$ cat src/rtl/maxnet_pkg.sv
// Shared types and helpers for the MaxNet processing-unit sequencer.
package maxnet_pkg;

  localparam int unsigned NUM_LANES   = 4;
  localparam logic [31:0] FP_MAG_MASK = 32'h7FFF_FFFF;

  typedef enum logic [2:0] {IDLE, LOAD, ISSUE, DRAIN, CHECK, DONE} state_e;

  typedef struct packed {
    logic       valid;
    logic [1:0] row;
  } pu_tag_t;

  // Sign bit is ignored so that -0.0 counts as zero.
  function automatic logic is_zero(input logic [31:0] v);
    return (v & FP_MAG_MASK) == '0;
  endfunction

endpackage

$ cat src/rtl/pu_tag_pipe.sv
// Delay line of {valid,row} tags matching the processing-unit latency,
// so each pu_out result can be steered to its row without cycle counting.
module pu_tag_pipe
  import maxnet_pkg::*;
#(
  parameter int unsigned PU_LAT = 4
) (
  input  logic       clk,
  input  logic       rst_n,
  input  logic       in_valid,
  input  logic [1:0] in_row,
  output logic       out_valid,
  output logic [1:0] out_row
);

  pu_tag_t pipe [PU_LAT];

  always_ff @(posedge clk or negedge rst_n) begin
    if (!rst_n) begin
      for (int unsigned i = 0; i < PU_LAT; i++) pipe[i] <= '0;
    end else begin
      pipe[0] <= {in_valid, in_row};
      for (int unsigned i = 1; i < PU_LAT; i++) pipe[i] <= pipe[i-1];
    end
  end

  assign out_valid = pipe[PU_LAT-1].valid;
  assign out_row   = pipe[PU_LAT-1].row;

endmodule

$ cat src/rtl/maxnet_pu_sequencer.sv
// Iteration controller for the 4-lane MaxNet processing unit: issues weight
// rows, collects tagged results and stops on convergence or iteration limit.
module maxnet_pu_sequencer
  import maxnet_pkg::*;
#(
  parameter int unsigned PU_LAT   = 4,
  parameter int unsigned MAX_ITER = 15,
  parameter int unsigned ITER_W   = 4
) (
  input  logic              clk,
  input  logic              rst_n,
  input  logic              start,
  input  logic [127:0]      init_vals,
  output logic [127:0]      pu_a,
  output logic [1:0]        w_sel,
  output logic              issue,
  input  logic [31:0]       pu_out,
  output logic              busy,
  output logic              done,
  output logic [1:0]        winner,
  output logic              winner_valid,
  output logic              timeout,
  output logic [ITER_W-1:0] iter_cnt,
  output logic [127:0]      result
);

  state_e              state;
  logic [127:0]        nxt;
  logic                tag_valid;
  logic [1:0]          tag_row;
  logic [2:0]          nz_cnt;
  logic [1:0]          nz_idx;
  logic [ITER_W-1:0]   iter_inc;
  logic                stop;

  pu_tag_pipe #(.PU_LAT(PU_LAT)) u_tag_pipe (
    .clk       (clk),
    .rst_n     (rst_n),
    .in_valid  (issue),
    .in_row    (w_sel),
    .out_valid (tag_valid),
    .out_row   (tag_row)
  );

  always_ff @(posedge clk or negedge rst_n) begin
    if (!rst_n) nxt <= '0;
    else if (tag_valid) nxt[32*tag_row +: 32] <= pu_out;
  end

  always_comb begin
    nz_cnt = '0;
    nz_idx = '0;
    for (int unsigned i = 0; i < NUM_LANES; i++) begin
      if (!is_zero(nxt[32*i +: 32])) begin
        nz_cnt = nz_cnt + 3'd1;
        nz_idx = i[1:0];
      end
    end
  end

  assign iter_inc = (iter_cnt == ITER_W'(MAX_ITER)) ? iter_cnt : iter_cnt + ITER_W'(1);
  assign stop     = (nz_cnt <= 3'd1) || (iter_inc == ITER_W'(MAX_ITER));

  always_ff @(posedge clk or negedge rst_n) begin
    if (!rst_n) begin
      state        <= IDLE;
      pu_a         <= '0;
      result       <= '0;
      w_sel        <= '0;
      issue        <= 1'b0;
      busy         <= 1'b0;
      done         <= 1'b0;
      winner       <= '0;
      winner_valid <= 1'b0;
      timeout      <= 1'b0;
      iter_cnt     <= '0;
    end else begin
      done <= 1'b0;
      case (state)
        IDLE: begin
          if (start) begin
            state        <= LOAD;
            busy         <= 1'b1;
            iter_cnt     <= '0;
            timeout      <= 1'b0;
            winner_valid <= 1'b0;
          end
        end
        LOAD: begin
          pu_a  <= init_vals;
          issue <= 1'b1;
          w_sel <= '0;
          state <= ISSUE;
        end
        ISSUE: begin
          if (w_sel == 2'd3) begin
            issue <= 1'b0;
            w_sel <= '0;
            state <= DRAIN;
          end else begin
            w_sel <= w_sel + 2'd1;
          end
        end
        // Rows issue in order, so the row-3 tag is the last result of the iteration.
        DRAIN: begin
          if (tag_valid && tag_row == 2'd3) state <= CHECK;
        end
        CHECK: begin
          pu_a     <= nxt;
          iter_cnt <= iter_inc;
          if (stop) begin
            state        <= DONE;
            done         <= 1'b1;
            result       <= nxt;
            winner_valid <= (nz_cnt == 3'd1);
            winner       <= (nz_cnt == 3'd1) ? nz_idx : 2'd0;
            timeout      <= (nz_cnt > 3'd1);
          end else begin
            state <= ISSUE;
            issue <= 1'b1;
            w_sel <= '0;
          end
        end
        DONE: begin
          busy  <= 1'b0;
          state <= IDLE;
        end
        default: state <= IDLE;
      endcase
    end
  end

endmodule

$ cat config.mk
export PLATFORM = sky130hd
export DESIGN_NAME = maxnet_pu_sequencer
export DESIGN_NICKNAME = d
export VERILOG_FILES = /design/src/rtl/maxnet_pkg.sv /design/src/rtl/pu_tag_pipe.sv /design/src/rtl/maxnet_pu_sequencer.sv
export SDC_FILE = /design/constraint.sdc
export NUM_CORES = 1
export LEC_CHECK = 0
export CAP_MARGIN = 20
export CORE_MARGIN = 1
export CORE_UTILIZATION = 46
export CTS_BUF_LIST = sky130_fd_sc_hd__clkbuf_8
export CTS_CLUSTER_DIAMETER = 60
export DETAILED_ROUTE_END_ITERATION = 8
export GPL_TIMING_DRIVEN = 0
export PLACE_DENSITY = 0.79
export SYNTH_ARGS = -nofsm -noshare
export SYNTH_HDL_FRONTEND = slang
export SYNTH_SLANG_ARGS = --single-unit
$ cat constraint.sdc
create_clock -name clk -period 3.4 [get_ports clk]
set_clock_uncertainty 0.2 [all_clocks]
set_input_delay 0.85 -clock clk [delete_from_list [all_inputs] [get_ports clk]]
set_output_delay 0.85 -clock clk [all_outputs]
set_load 0.1 [all_outputs]
==> out/results.env <==
MIN_PATH_TYPE='input port to asynchronous set/reset pin'
POSTLAYOUTSETUPSLACKWORST_NS=-0.340
SYN_AVG_CELL_AREA_SQ_UM=13.4
ROUTEDLENGTHMET1_MICRONS=24400
SYNTH_COMPOUND_AREA_FRAC=0.118
FLOORPLAN_ROW_COUNT=70
SYNTH_FLOP_CELL='dfrtp_1'
GLOBALROUTETOTALUTIL=0.300
TIMING.RR.START='nxt[33]$_DFFE_PN0P_'
ROUTABILITYCONGESTION=0.892
WORSTSETUPSTARTPOINTTYPE='flop'
INITIAL_ANTENNA_VIOLATION_COUNT=1
CRIT_ARRIVAL_NS=4.03
MET3WIRELENGTH_MICRONS=4240
FF2FF_PATH_DEPTH=16
STARTING_DENSITY_OF_THE_CORE=0.469
SYNTH_FP_NETS=1459
LAYOUT_COMMON_CELLS='clkdlybuf4s50_1 (429), dfrtp_1 (412), nand2_1 (138)'
ROUTE.VIAS.TOTAL=13098
DIE_AREA_SQ_UM=38200
MAX-CLOCK-PATH-BUFFERS=3
IOPINCOUNT=432
MET2WIRELENGTH_MICRONS=27700
MAX-CAP-VIOLATIONS=0
CHIPHEIGHT_MICRONS=195
DRT-VIAS-PER-INSTANCE=5.63
RRSETUPSLACK_NS=-0.34
TIMING_HOLD_VIOLATIONS_FINAL=0
LAYOUT-DRIVE-GT1-SHARE=0.161
FINAL.FILL_COUNT=2732
GR-TOTAL-OVERFLOW=0
SYNTH-SIMPLE-AREA-SHARE=0.0562
EDFF_COUNT_SYNTH=0
WORST_SLEW_MARGIN_RELATIVE_TO_ITS_LIMIT=0.266
WORSTMARGINPINSLEW_NS=1.10
DP_HPWL_MICRONS=41700
FINAL_PERIOD_MINUS_WORST_SETUP_SLACK_NS=3.74
CRITPATHKIND='flop to flop'
IO_BUFFER_COUNT=431
SYNTH-XOR-AREA-SHARE=0.00255
VIA_COUNT_OF_THE_FIRST_GLOBAL_ROUTING_PASS=13737
WORST_R2R_ENDPOINT='result[22]$_DFFE_PN0N_'
MAXIMUM_NUMBER_OF_PINS_ON_ONE_NET_BEFORE_GLOBAL_ROUTE_REPAIR=130
COREAREA_SQ_UM=36700
DRC=0
CTS.REPORTEDPATHS.CLKPINSLEW_NS=0.06
DESIGN_AREA_SQ_UM=24000
YS_TYPES=47
GRT_SETUP_UNREPAIRED='true'
CLOCK.FMAX_MHz=267
WORST_EP_REQUIRED_TIME_NS=3.69
FINAL_CELL_COUNT_NO_FILL=2325
PLACEDCELLCOUNT=2190
PLACE_AREA_SQ_UM=22200
SETUP-VIOLATIONS-FINAL=137
TOP_LAYER_USED='met4'
SEQ_AREA_FRAC_SYNTH=0.600
TIMING.CRITICAL_PATH.FANOUT_MAX=10
MAIN_COMBINATIONAL_CELL_FAMILY_BY_AREA_AFTER_SYNTHESIS='multiplexers'
ROUTED_WL_MICRONS=57800
POST_SYNTH_FA_HA_MAJ_AREA_FRACTION=0.00728
POST_SYNTH_INSTANCE_AREA_SQ_UM=17200
POSTSYNTHREGISTERBITS=412
SYN-INSTANCE-COUNT=1286
SYNTHTOLAYOUTAREAGROWTH_PCT=39.5
H-TREE-DEPTH=3
LAYOUT.CELLS.MOST_COMMON='clkdlybuf4s50_1'
FIRST_ITER_VIOLATIONS=776
ROUTE.DETAILED.WL_PER_INST_MICRONS=24.9
SYNTH_WARNINGS=0
FINALNETCOUNT=1983
ANT_NETS=0
GRT_PASS1_WL_MICRONS=85700
CTS.SINKS=412
POSTCTSHOLDBUFS=0
FAILED_CHECKS='negative setup slack'
DIE_WIDTH_MICRONS=195
WORSTSKEWPAIRLATENCY_NS=0.62
SLEW_VIOLS_FINAL=0
OUTCOME='finished, violations left'
SETUP.WORST_PATH.END_CLASS='flop'
CTS_TREE='yes'
DRT-PASS1-ITER-COUNT=5
SYNTH-ASYNC-RESET-RATIO=1.00
YOSYS-MUX-AREA-FRACTION=0.182
CLOCK_TREE.ROOT_CELL='clkbuf_8'
TIMING.FINAL.CRIT_SHARE=1.10
TRITONCTS.NUM_BUFFERS=69
[critical path, stage by stage (launching register included)]
cell and delay, ns:
dfrtp_1 0.41, nor4_1 0.36, and4_1 0.35, nand4_1 0.12
buf_6 0.16, inv_4 0.05, ha_4 0.20, xnor2_2 0.13
ha_1 0.29, nor2b_1 0.11, o21ai_1 0.07, mux2i_1 0.20
a211oi_2 0.09, buf_4 0.19, clkbuf_16 0.19, buf_12 0.16
mux2_4 0.30
[worst max path at each step]
| stage | start | to | slack, ns | cells past startpoint |
|---|---|---|---|---|
| detailed placement | nxt[52]$_DFFE_PN0P_ | result[110]$_DFFE_PN0N_ | -0.83 | 15 |
| floorplan | nxt[51]$_DFFE_PN0P_ | result[100]$_DFFE_PN0N_ | -0.10 | 15 |
| global route | nxt[51]$_DFFE_PN0P_ | result[120]$_DFFE_PN0N_ | -0.51 | 16 |
| finish | nxt[33]$_DFFE_PN0P_ | result[22]$_DFFE_PN0N_ | -0.34 | 16 |
| CTS | nxt[51]$_DFFE_PN0P_ | result[29]$_DFFE_PN0N_ | -0.45 | 17 |
| global placement | rst_n | pu_a[77]$_DFFE_PN0N_ | -16.41 | 1 |
[through the flow]
step	setup TNS, ns	hold slack [ns]	utilization	worst slack (ns)
2_1_floorplan	-12.56	0.131	-	-0.105
3_3_place_gp	-6844.50	0.133	0.602	-16.41
3_5_place_dp	-116.51	0.135	0.605	-0.835
4_1_cts	-55.72	0.0337	0.649	-0.454
5_1_grt	-66.18	0.0734	0.654	-0.515
6_report	-41.35	0.0288	0.654	-0.340
[final cells by class]
class	instances	area, sq um	area share
flip-flops and latches	412	10300	0.430
inverters	11	43.8	0.00183
multi-input cells	778	6510	0.271
well taps	468	586	0.0244
repair buffers	455	4680	0.195
diodes	1	2.50	0.000104
clock inverters	35	181	0.00756
clock buffers	82	1130	0.0470
plain buffers	83	557	0.0232
[synthesized netlist by cell type (all sizes together), types with 10 or more instances]
| library cell | number | area (sq um) |
|---|---|---|
| dfrtp | 412 | 10300 |
| o21ai | 142 | 711 |
| nand2 | 139 | 522 |
| mux2i | 131 | 1310 |
| a22o | 129 | 1130 |
| mux2 | 128 | 1820 |
| clkbuf | 60 | 225 |
| nor4 | 29 | 181 |
| buf | 25 | 322 |
| inv | 11 | 41.3 |
| ha | 10 | 125 |
[kinds of logic after synthesis]
kind of cell / after synthesis
flops: 412
compound gates: 294
mux: 259
simple gates: 210
buf+inv: 96
fa+ha+maj: 10
xor+xnor: 5
[registers in the layout, indices dropped and copies added, names as in the netlist]
signal / count
winner: 2
state: 3
busy: 1
winner_valid: 1
timeout: 1
nxt: 128
u_tag_pipe.pipe: 9
u_tag_pipe.out_valid: 1
issue: 1
u_tag_pipe.out_row: 2
done: 1
pu_a: 128
result: 128
iter_cnt: 4
w_sel: 2
[routing by layer]
layer / GRT usage / vias to the layer above
li1: - / 5740
met1: 0.395 / 6704
met2: 0.483 / 547
met3: 0.0807 / 107
met4: 0.100 / 0
met5: 0 / -
[timing repair]
action / in CTS / in global routing
pin swaps: 4 / 0
setup buffers: 12 / 2
resized for setup: 28 / 38
endpoints found under the setup margin: 194 / 140
gates cloned: 3 / 2
Power is not shown: default switching activity piles up to over one toggle a cycle in this logic, so the estimate is an artifact.
==> RTL change 1 (same flow settings) <==
Change the package constant `NUM_LANES` from 4 to 6.
--- a/src/rtl/maxnet_pkg.sv
+++ b/src/rtl/maxnet_pkg.sv
@@ -1,7 +1,7 @@
 // Shared types and helpers for the MaxNet processing-unit sequencer.
 package maxnet_pkg;
 
-  localparam int unsigned NUM_LANES   = 4;
+  localparam int unsigned NUM_LANES   = 6;
   localparam logic [31:0] FP_MAG_MASK = 32'h7FFF_FFFF;
 
   typedef enum logic [2:0] {IDLE, LOAD, ISSUE, DRAIN, CHECK, DONE} state_e;
Behaviour: same outputs for any inputs over 4 cycles, from zero or initial values and one cycle with rst_n low; that may be too few to reach the edited logic, so the function may still have changed.
==> RTL change 1 against the unedited design <==
  * Die area down 2.0%
  * Final area is essentially flat
  * The run ends with design-rule violations, negative setup slack left
  * Sequential cell count did not move
  * Area after synthesis is 2.0% lower
  * Highest routed layer is now met5
  * Largest cell class unchanged
  * Routed wire length is 1.7% higher
  * Worst setup slack got worse by 0.060 ns
Power is left out: the tool's default activity adds up to more than one toggle a clock period on the data nets, which glitch-free logic cannot reach.
==> RTL change 1: results <==
metrics = {
    "worst_setup_path": {
        "reg2reg_from": "nxt[36]",
        "reg2reg_to": "result[0]",
        "reg2reg_depth": 17,
        "critPathKind": "reg -> reg",
        "cp_max_fo": 6,
        "crit_arrival_ns": 4.07,
    },
    "drt": {
        "vias": 13452,
        "post_drt_wl_per_cell_um": 25.0,
        "drt_first_pass_iters": 9,
        "drcViolationCount": 31,
        "drtIter0Drc": 888,
    },
    "synthesis": {
        "synth_common_cells": "412 x dfrtp_1, 146 x nand2_1, 142 x o21ai_0, 133 x mux2i_1, 128 x a22o_1",
        "ys_warn_count": 0,
        "netlist_area_mm2": 0.0169,
        "synth.area.top_cells": "dfrtp_1 61%, mux2i_1 7.9%, a22o_1 6.7%",
        "async_reset_ff_share_pct": 100,
        "ys_types": 41,
        "synth_nets": 1467,
        "synth_top_cell_by_area": "dfrtp_1",
        "ys_seq_area_share_pct": 61.2,
    },
    "layout": {
        "fill_cells": 2616,
        "reg_top3": "nxt: 128 flops, pu_a: 128 flops, result: 128 flops",
        "final_net_count": 2005,
        "drive_gt1_share_pct": 17.4,
    },
    "cts": {
        "htreeDepth": 3,
        "cts.reportedPaths.clkPinSlew_ns": 0.06,
        "cts_inserted_buffers": 70,
        "root_buffer": "clkbuf_8",
        "cts.path.max_buffers": 3,
        "insertion_delay_ns": 0.60,
    },
    "place": {
        "dp_hpwl_um": 42400,
        "gp_congestion": 0.865,
        "pre_cts_ws_ns": -0.773,
        "portBuffers": 431,
    },
    "sta": {
        "setup_ws_ns": -0.400,
        "slew_headroom_pct": 18.0,
        "setup_viol": 137,
    },
    "global_route": {
        "grt_antenna_before_repair": 4,
        "grt_pass1_wl_um": 89100,
        "gr-usage-all-layers_pct": 31.7,
        "grt_max_degree": 127,
        "grt_pass1_vias": 14222,
    },
    "status": {
        "status": "complete, but fails checks",
        "violations": "design-rule violations, negative setup slack",
    },
    "hold_path": {
        "holdCritPathClass": "in -> async",
    },
}
RTL change 1: cell types whose count changed after synthesis, moves of 2 or more:
| cell | change |
|---|---|
| clkbuf_1 | +5 |
| nand2_1 | +7 |
| buf_12 | -7 |
| a21oi_1 | +5 |
| buf_1 | +3 |
| nor3_1 | +2 |
| mux2_2 | +59 |
| nand4_1 | -2 |
| mux2i_1 | +2 |
| mux2_4 | -58 |
| inv_1 | -3 |
| and4_2 | -2 |
| and4_1 | +2 |
| nand2b_1 | +2 |
RTL change 1: cell type report:
type	count	area (um^2)	share of cell area [%]
multi-input combinational	788	6270	26.2
buffer	85	518	2.16
clock buffer	92	1270	5.28
tap	461	577	2.41
timing repair buffer	467	4780	19.9
inverter	8	30.0	0.125
clock inverter	33	203	0.845
antenna	3	7.51	0.0313
sequential	412	10300	43.0
RTL change 1: critical path, stage by stage, from the launching register on:
cell and delay (ns):
dfrtp_2 0.44, nor4_4 0.30, nand4_1 0.16, buf_6 0.16, or2_4 0.25, inv_2 0.06, ha_4 0.21, xnor2_4 0.17
ha_4 0.23, nand2b_4 0.14, a21oi_2 0.12, mux2i_1 0.09, o211a_1 0.27, buf_8 0.16, buf_12 0.15, buf_8 0.14
buf_4 0.14, mux2_2 0.27
RTL change 1: metal layers:
layer	vias up	global-route usage, %	wire length, um
met5	-	0	13
met4	2	11.9	2080
met3	128	7.67	4210
met2	623	52.8	28400
met1	6903	40.1	24100
li1	5796	-	-
RTL change 1: logic make-up after synthesis:
| kind of cell | Yosys count | share of synthesized area [%] |
|---|---|---|
| AO/OA/AOI/OAI | 297 | 12.0 |
| XOR/XNOR | 4 | 0.208 |
| adder cells (fa/ha/maj) | 10 | 0.742 |
| buffers and inverters | 94 | 2.71 |
| flip-flops | 412 | 61.2 |
| multiplexers | 262 | 17.5 |
| AND/OR/NAND/NOR | 215 | 5.73 |
RTL change 1: per-stage QoR:
step	TNS [ns]	cells	instance area [um^2]	hold slack (ns)	util [%]
2_1_floorplan	0	1294	16900	0.131	-
3_3_place_gp	-6837.52	2186	21800	0.134	60.7
3_5_place_dp	-89.92	2193	21900	0.135	61.1
4_1_cts	-37.44	2341	23900	0.0639	66.6
5_1_grt	-47.47	2349	24000	0.0799	66.9
6_report	-37.83	2349	24000	0.0530	66.9
RTL change 1: how the worst min path moves through the flow:
stage	slack, ns	cells past startpoint	to
after CTS	0.06	1	nxt[104]
after global placement	0.13	0	u_tag_pipe.out_row[0]
after global routing	0.08	1	pu_a[102]
after detailed placement	0.13	0	u_tag_pipe.out_row[1]
final	0.05	1	pu_a[100]
after floorplan	0.13	0	u_tag_pipe.out_row[0]
RTL change 1: timing repair:
item,4_1_cts,5_1_grt
setup buffers,17,7
setup endpoints to repair,164,141
gates resized for setup,61,22
pin swaps,10,10
cloned,6,0
==> RTL change 2 (same settings) <==
Made on the original files. The 6 states of `state_e` get a one-hot encoding in 6 bits.
--- a/src/rtl/maxnet_pkg.sv
+++ b/src/rtl/maxnet_pkg.sv
@@ -4,7 +4,7 @@
   localparam int unsigned NUM_LANES   = 4;
   localparam logic [31:0] FP_MAG_MASK = 32'h7FFF_FFFF;
 
-  typedef enum logic [2:0] {IDLE, LOAD, ISSUE, DRAIN, CHECK, DONE} state_e;
+  typedef enum logic [5:0] {IDLE = 6'b000001, LOAD = 6'b000010, ISSUE = 6'b000100, DRAIN = 6'b001000, CHECK = 6'b010000, DONE = 6'b100000} state_e;
 
   typedef struct packed {
     logic       valid;
Function: no difference found for any inputs over 4 cycles, from zero or initial values and one cycle with rst_n low; so few cycles prove little.
==> RTL change 2 against the unedited design <==
  * The flow still finishes with violations (negative setup slack)
  * Final area shrank 2.5%
  * Global-route usage grew 2.1 points
  * Area after synthesis down 4.8%
  * Via count is 2.4% higher
  * Sequential cell count up 3
  * Non-clock buffer count unchanged
  * Routed wire length grew 0.82%
  * Worst setup slack worse by 0.23 ns
  * Core utilization increased by 1.8 points
  * Synthesized cell count up 0.70%
  * Largest cell class unchanged
  * Highest routed layer unchanged
Power is left out: the tool's default activity adds up to more than one toggle a clock period on the data nets, which glitch-free logic cannot reach.
==> RTL change 2: results <==
metrics = {
    "sta": {
        "setup_viol": 138,
        "holdWs_ns": 0.0704,
        "setup_tns_ns": -71.27,
        "setup_ws_ns": -0.568,
    },
    "worst_setup_path": {
        "reg2reg_to": "result[84]",
        "cp_max_fo": 5,
    },
    "synthesis": {
        "synth_nets": 1468,
        "synth_xor_area_share_pct": 0.214,
        "synth_common_cells": "414 x dfrtp_1, 270 x nand2_1, 130 x a22oi_1, 128 x a22o_1, 85 x mux2_2",
        "synth_compound_area_share_pct": 14.0,
        "synth_mux_area_share_pct": 9.78,
        "synth.area.top_cells": "dfrtp_1 63%, a22o_1 6.8%, nand2_1 6.2%",
        "ys_seq_area_share_pct": 63.4,
        "synth_fa_ha_area_share_pct": 0.764,
    },
    "layout": {
        "seq_cells": 415,
        "clk_share_pct": 5.85,
        "num-multi-input-gates": 787,
        "final-nonclk-buf-share_pct": 22.2,
        "fill_cells": 2528,
        "final_net_count": 1994,
        "multi_input_area_share_pct": 24.9,
        "clock_buffers": 89,
        "regArea_mm2": 0.0104,
    },
    "cts": {
        "insertion_delay_ns": 0.59,
    },
    "global_route": {
        "grt_pass1_wl_um": 86200,
        "use_met1_pct": 42.7,
        "grtUsageMet2_pct": 51.3,
        "grt_max_degree": 126,
        "grt_pass1_vias": 13785,
    },
    "status": {
        "violations": "negative setup slack",
        "status": "complete, but fails checks",
    },
    "drt": {
        "viasPerCell": 5.77,
    },
    "place": {
        "pre_cts_ws_ns": -1.20,
    },
}
[RTL change 2: cell count changes after synthesis, moves of 4 or more]
cell / change
buf_6: +4
o21ai_0: -129
mux2i_1: -130
nand2_1: +131
mux2_4: -61
mux2_2: +58
buf_12: -11
nand3_1: +4
a22oi_1: +130
clkbuf_1: +8
[RTL change 2: repair_timing]
| action | in CTS | in global routing |
|---|---|---|
| setup buffers | 15 | 2 |
| gates resized for setup | 88 | 15 |
| gates cloned | 2 | 2 |
| hold buffers | 0 | 0 |
| pin swaps | 15 | 8 |
| setup endpoints to repair | 247 | 160 |
[RTL change 2: through the flow]
| stage | area, um^2 | cells |
|---|---|---|
| 6_report | 23400 | 2326 |
| 2_1_floorplan | 16400 | 1295 |
| 3_5_place_dp | 21400 | 2186 |
| 5_1_grt | 23400 | 2326 |
| 3_3_place_gp | 21300 | 2181 |
| 4_1_cts | 23300 | 2321 |
[RTL change 2: metal layers]
layer,share of wire [%],routed length (um)
met2,48,28200
met1,41,23700
met4,3.1,1810
met3,7.9,4580
met5,0,0
